==> config.mk <==
export PLATFORM = sky130hd
export DESIGN_NAME = gate_truth_table_sequencer
export DESIGN_NICKNAME = d
export VERILOG_FILES = /design/src/rtl/gate_truth_table_sequencer.sv
export SDC_FILE = /design/constraint.sdc
export NUM_CORES = 1
export LEC_CHECK = 0
export ABC_CLOCK_PERIOD_IN_PS = 2420
export CAP_MARGIN = 20
export CORE_MARGIN = 2
export CORE_UTILIZATION = 52
export DETAILED_ROUTE_END_ITERATION = 8
export PLACE_DENSITY = 0.84
export SYNTH_ARGS = -nofsm -noshare
export SYNTH_HDL_FRONTEND = slang
export SYNTH_SLANG_ARGS = --single-unit
export TNS_END_PERCENT = 20
==> constraint.sdc <==
create_clock -name clk -period 2.42 [get_ports clk]
set_input_delay 0.484 -clock clk [delete_from_list [all_inputs] [get_ports clk]]
set_output_delay 0.484 -clock clk [all_outputs]
set_load 0.01 [all_outputs]
==> src/rtl/gate_truth_table_sequencer.sv <==
// Self-test sequencer for a 2-input gate: walks vectors 00..11,
// samples the gate after a settle interval and checks a truth table.
module gate_truth_table_sequencer #(
    parameter int         SETTLE_CYCLES = 2,
    parameter logic [3:0] TRUTH_TABLE   = 4'b0111
) (
    input  logic       clk,
    input  logic       reset,
    input  logic       start,
    input  logic       dut_out,
    output logic       in_a,
    output logic       in_b,
    output logic       busy,
    output logic       done,
    output logic       pass,
    output logic [1:0] fail_index,
    output logic [2:0] fail_count,
    output logic [3:0] observed
);

    typedef enum logic [2:0] {
        IDLE,
        APPLY,
        SETTLE,
        SAMPLE,
        FINISH
    } state_t;

    state_t     state;
    state_t     state_nxt;
    logic [1:0] vec;
    logic [3:0] cnt;
    logic       first_fail_seen;
    logic       mismatch;
    logic [2:0] fail_count_nxt;

    assign mismatch       = (dut_out != TRUTH_TABLE[vec]);
    assign fail_count_nxt = fail_count + {2'b00, mismatch};

    always_ff @(posedge clk or posedge reset) begin
        if (reset) begin
            state <= IDLE;
        end else begin
            state <= state_nxt;
        end
    end

    always_comb begin
        state_nxt = state;
        case (state)
            IDLE, FINISH: begin
                if (start) state_nxt = APPLY;
            end
            APPLY:  state_nxt = SETTLE;
            SETTLE: begin
                if (cnt == 4'd0) state_nxt = SAMPLE;
            end
            SAMPLE: state_nxt = (vec == 2'd3) ? FINISH : APPLY;
            default: state_nxt = IDLE;
        endcase
    end

    always_comb begin
        busy = 1'b0;
        done = 1'b0;
        case (state)
            APPLY, SETTLE, SAMPLE: busy = 1'b1;
            FINISH:                done = 1'b1;
            default: ;
        endcase
    end

    // Results update only on SAMPLE exit; a restart wipes them at the accepting edge.
    always_ff @(posedge clk or posedge reset) begin
        if (reset) begin
            vec             <= 2'd0;
            cnt             <= 4'd0;
            in_a            <= 1'b0;
            in_b            <= 1'b0;
            pass            <= 1'b0;
            fail_index      <= 2'd0;
            fail_count      <= 3'd0;
            observed        <= 4'd0;
            first_fail_seen <= 1'b0;
        end else begin
            case (state)
                IDLE, FINISH: begin
                    if (start) begin
                        vec             <= 2'd0;
                        in_a            <= 1'b0;
                        in_b            <= 1'b0;
                        pass            <= 1'b0;
                        fail_index      <= 2'd0;
                        fail_count      <= 3'd0;
                        observed        <= 4'd0;
                        first_fail_seen <= 1'b0;
                    end
                end
                APPLY: begin
                    cnt <= 4'(SETTLE_CYCLES - 1);
                end
                SETTLE: begin
                    if (cnt != 4'd0) cnt <= cnt - 4'd1;
                end
                SAMPLE: begin
                    observed[vec] <= dut_out;
                    fail_count    <= fail_count_nxt;
                    if (mismatch && !first_fail_seen) begin
                        fail_index      <= vec;
                        first_fail_seen <= 1'b1;
                    end
                    if (vec != 2'd3) begin
                        vec          <= vec + 2'd1;
                        {in_a, in_b} <= vec + 2'd1;
                    end else begin
                        pass <= (fail_count_nxt == 3'd0);
                    end
                end
                default: ;
            endcase
        end
    end

endmodule

# Yosys cells after proc, flatten, opt, wreduce, memory -nomap -nowiden
# Index checks and enable logic that the tools add are counted.
dict set report totals {
  ff_bits 22
  input_bits 4
  output_inout_bits 14
  word_cells 76
}
dict set report op_classes {
  n_addsub 3
  order_cmp 2
  eq_ne 13
  mux 31
  n_reduce_logical 17
}
# op n
set ops {}
lappend ops {{one-hot mux 4 bit (2 select lines)} 2}
lappend ops {{inequality test 2 bit, second input constant} 7}
lappend ops {{2-to-1 mux 3 bit} 4}
lappend ops {{one-hot mux 3 bit (4 select lines)} 1}
lappend ops {{2-to-1 mux 1 bit} 9}
lappend ops {{AND reduction 3 bit} 3}
lappend ops {{2-to-1 mux 4 bit} 2}
lappend ops {{one-hot mux 1 bit (2 select lines)} 4}
lappend ops {{one-hot mux 2 bit (2 select lines)} 2}
lappend ops {{== test 3 x 2 -> 1 bit, second input constant} 2}
lappend ops {{zero test 3 bit} 2}
lappend ops {{2-to-1 mux 2 bit} 3}
lappend ops {{one-hot mux 3 bit (2 select lines)} 1}
lappend ops {{AND reduction 2 bit} 3}
lappend ops {{bitwise mux 4 bit} 1}
lappend ops {{zero test 4 bit} 1}
lappend ops {{nonzero test 2 bit} 2}
lappend ops {{nonzero test 4 bit} 1}
lappend ops {{subtractor 4 x 1 -> 4 bit, second input constant} 1}
lappend ops {{adder 3 x 1 -> 3 bit} 1}
lappend ops {{== test 3 x 1 -> 1 bit, second input constant} 1}
lappend ops {{== test 3 bit, second input constant} 1}
lappend ops {{less-than comparator 2 x 3 -> 1 bit, second input constant} 1}
lappend ops {{OR reduction 3 bit} 1}
lappend ops {{other kinds (9)} 10}

# Depth between registers and ports, before layout
dict set report depth {
  depth_word 7
  ltp_mapped 8
  ltp_nobuf 8
}

# Worst setup path before layout
# OpenSTA, ideal clock, no wires.
dict set report synth_path {
  path_type {flip-flop to flip-flop}
  startpoint {register, netlist name in_a}
  endpoint {register pass}
  setup_ns 0.078
  arrival_time_ns 1.674
  path_slack_ns 0.668
  stages_incl_launch_ff 9
  path_cell_list {dfrtp_1 ha_1 xor2_1 inv_1 ha_1 ha_1 nor2_1 nand3_1 o2bb2ai_1}
}
# element line_no
set synth_lines {}
lappend synth_lines {{to (signal assigned)} 116} ;# pass <= (fail_count_nxt == 3'd0);
lappend synth_lines {{to (decl)} 15} ;# output logic pass,

# Worst setup path after layout
dict set report layout_path {
  startpoint {register state[1]}
  endpoint {output done}
}
dict set report layout_between {
  elab_chain_cells 2
}
# element line_no
set layout_lines {}
lappend layout_lines {{from (decl)} 29} ;# state_t state;
lappend layout_lines {{from (signal assigned)} 44} ;# state <= state_nxt;
lappend layout_lines {{== test 3 bit} 66} ;# case (state)
lappend layout_lines {{2-to-1 mux 1 bit} 66}
lappend layout_lines {{to (decl)} 14} ;# output logic done,
# No other way between the ends.

==> results.tsv <==
metric	value	unit
status	finished clean	
overall global routing resource usage	0.2020	
endpoint class of the critical path	output pin	
Core Area	0.002002	mm²
peak supply drop	0.6295	mV
kind of critical path	reg -> out	
FMAX	436.3	MHz
cts bufs inserted	3	
DRC violations left	0	
Sink Count	20	
Crit. Startpoint	state[1]	
#FFs+latches synth	20	
synth warn	0	
number of flops mapped to enable cells by yosys	0	
Setup-failing EPs final	0	
Max-cap violations	0	
crit path time final	2.292	ns
num ports	18	
largest net degree at the start of global routing	21	
Synthesized Nets	121	
Worst slew margin	0.4950	
main flop type after synthesis	dfrtp_1	
clk buf depth	2	
vias in the first global route	852	
register-to-register setup slack	0.48	ns
Slew @ Worst Pin	0.7567	ns
post-synthesis sequential area ratio	0.4449	
Sequential Power Share	0.377	
Die H	50.51	µm
worst min path class	reg -> reg	
Post-DP HPWL	1672	µm
drt pass-1 iters	4	
pwr dens	1159	mW/mm²
Syn Std Cell Area	0.001125	mm²
layout cells sized above 1	0.07937	
worst r2r path cells	8	
nature of the critical path startpoint	flip-flop	
Hold Fails Final Rpt	0	
critical path arrival	1.81	ns
pre-CTS WS	0.1040	ns
P&R area growth vs syn	19.47	%
die width	50.51	µm
H-tree depth	1	
Yosys cell types	32	
Site Rows	16	
Post-synth ARST share	1.000	
Required @ worst endpoint	1.94	ns
Worst Path Max Fanout	13	
Starting Density	0.5619	
RSZ-0062 raised after global routing	no	
CTS Hold Bufs	0	
Syn Inst Count	108	
final antenna-violating net count	0	
CTS tree	done	
DR iter-0 viols	26	
switching pwr	625.0	µW
Synth Area per Inst	10.42	µm²
grt ovf	0	
Worst R2R Start	in_a	
Pleak	0.6283	nW
setup_tns	0	ns
Nets	141	
gpl congestion	0.7679	
clock power share	0.100	
Final Cycle Share	0.9470	
Slew Viols, Final	0	
diode count	0	
Clock Skews	0.01086	ns
setup slack after layout	0.1283	ns
reg2reg end	pass	
sw frac	0.4013	
first-pass GRT wire length	3843	µm
combinational power share	0.523	
I/O Buffers	17	
clock root buffer	clkbuf_4	
routed vias	879	
final wirelength	2269	µm
initial antenna violation count	0	
detailed-route wire length per cell	14.83	µm
CP endpoint	done	
Worst-Skew Late Latency	0.30	ns
full die area	0.002551	mm²
clock slew at reported path FFs	0.11	ns
Power Internal	932.6	µW
drt via density	5.745	
## layer usage
layer | part of all wire | vias to the layer above | track usage
li1 | - | 423 | -
met2 | 0.50 | 17 | 0.3224
met3 | 0.027 | 2 | 0.05655
met4 | 0.0071 | 0 | 0.07207
met1 | 0.47 | 437 | 0.2625
met5 | 0 | - | 0
## worst max-delay path, stage by stage (launching register included)
cell	delay, ns
dfrtp_1	0.57
nor2_2	0.24
nand2_1	0.10
inv_1	0.07
clkdlybuf4s50_1	0.52
## kinds of logic (layout without fill, tap and decap cells)
group | after synthesis | after routing | synth area share
AND/OR/NAND/NOR | 35 | 35 | 0.1824
multiplexers | 7 | 7 | 0.06341
adder cells (fa/ha/maj) | 9 | 9 | 0.1001
AO/OA/AOI/OAI | 22 | 22 | 0.1413
buffers and inverters | 13 | 31 | 0.05227
XOR/XNOR | 2 | 2 | 0.01558
flip-flops | 20 | 20 | 0.4449
## layout make-up
cell class,count,area (µm²)
clock buffers,3,22.52
fillers,162,658.1
inverters,9,33.78
multi-input cells,75,568.0
flip-flops and latches,20,500.5
well taps,27,33.78
repair buffers,19,185.2
## cells in the mapped netlist (3+ instances only)
master    number  area (µm²)
o21ai_0        6       30.03
nor2_1         8       30.03
dfrtp_1       20       500.5
mux2i_1        6       60.06
inv_1          9       33.78
a21oi_1        3       15.01
nand3_1        5       25.02
nand2b_1       5       31.28
a22o_1         3       26.28
or4_1          4       30.03
a32o_1         4       40.04
nand2_1        4       15.01
ha_1           9       112.6
## state kept, by name, indices dropped and copies added, names as in the netlist
register and cells:
pass 1, vec 1, observed 4, state 3, fail_index 2, first_fail_seen 1, fail_count 3, cnt 4
in_a 1
## worst min path at each step
| stage | startpoint | end | cells after the start |
|---|---|---|---|
| final | observed[0] | observed[0] | 1 |
| after global routing | observed[0] | observed[0] | 1 |
| after CTS | observed[0] | observed[0] | 1 |
| after detailed placement | observed[2] | observed[2] | 1 |
| after global placement | pass | pass | 1 |
| after floorplan | reset | cnt[0] | 1 |
## cells in the final DEF, fill, tap and decap left out
cell | synthesis | layout
a21o_1 | 1 | 1
a21oi_1 | 3 | 3
a22o_1 | 3 | 3
a32o_1 | 4 | 4
and3b_1 | 1 | 1
buf_4 | 2 | 2
clkbuf_4 | 0 | 3
clkdlybuf4s50_1 | 0 | 17
dfrtp_1 | 20 | 20
ha_1 | 9 | 9
inv_1 | 9 | 9
mux2_2 | 1 | 1
mux2i_1 | 6 | 6
nand2_1 | 4 | 4
nand2b_1 | 5 | 5
nand3_1 | 5 | 5
nand3b_2 | 1 | 1
nor2_1 | 8 | 7
nor2_2 | 0 | 1
nor2b_1 | 1 | 1
nor3_1 | 1 | 1
nor3b_1 | 2 | 2
nor4bb_1 | 1 | 1
o211ai_1 | 1 | 1
o21a_1 | 1 | 1
o21ai_0 | 6 | 6
o22ai_1 | 1 | 1
o2bb2ai_1 | 1 | 1
o32a_1 | 1 | 1
or3b_2 | 1 | 1
or4_1 | 4 | 4
or4_2 | 1 | 1
xnor2_1 | 1 | 1
xor2_1 | 1 | 1
## metrics by stage
step	instance area [µm²]	cells	hold slack [ns]	power, mW	utilization
2_1_floorplan	1125	108	0.4478	1.116	-
3_3_place_gp	1319	150	0.4779	1.360	0.6588
3_5_place_dp	1319	150	0.4863	1.404	0.6588
4_1_cts	1341	153	0.5109	1.565	0.6700
5_1_grt	1344	153	0.5210	1.682	0.6713
6_report	1344	153	0.5007	1.558	0.6713
## power by group through the flow
stage	clock [mW]	combinational [mW]	sequential [mW]
3_3_place_gp	0	0.782	0.579
5_1_grt	0.175	0.899	0.608
2_1_floorplan	0	0.536	0.580
3_5_place_dp	0	0.817	0.587
6_report	0.156	0.815	0.587
4_1_cts	0.163	0.820	0.582
## timing repair
item / 4_1_cts / 5_1_grt
setup buffers: 0 / 0
resized for setup: 0 / 1
setup endpoints to repair: 0 / 1
No activity file was read; power rests on OpenSTA's default activity.
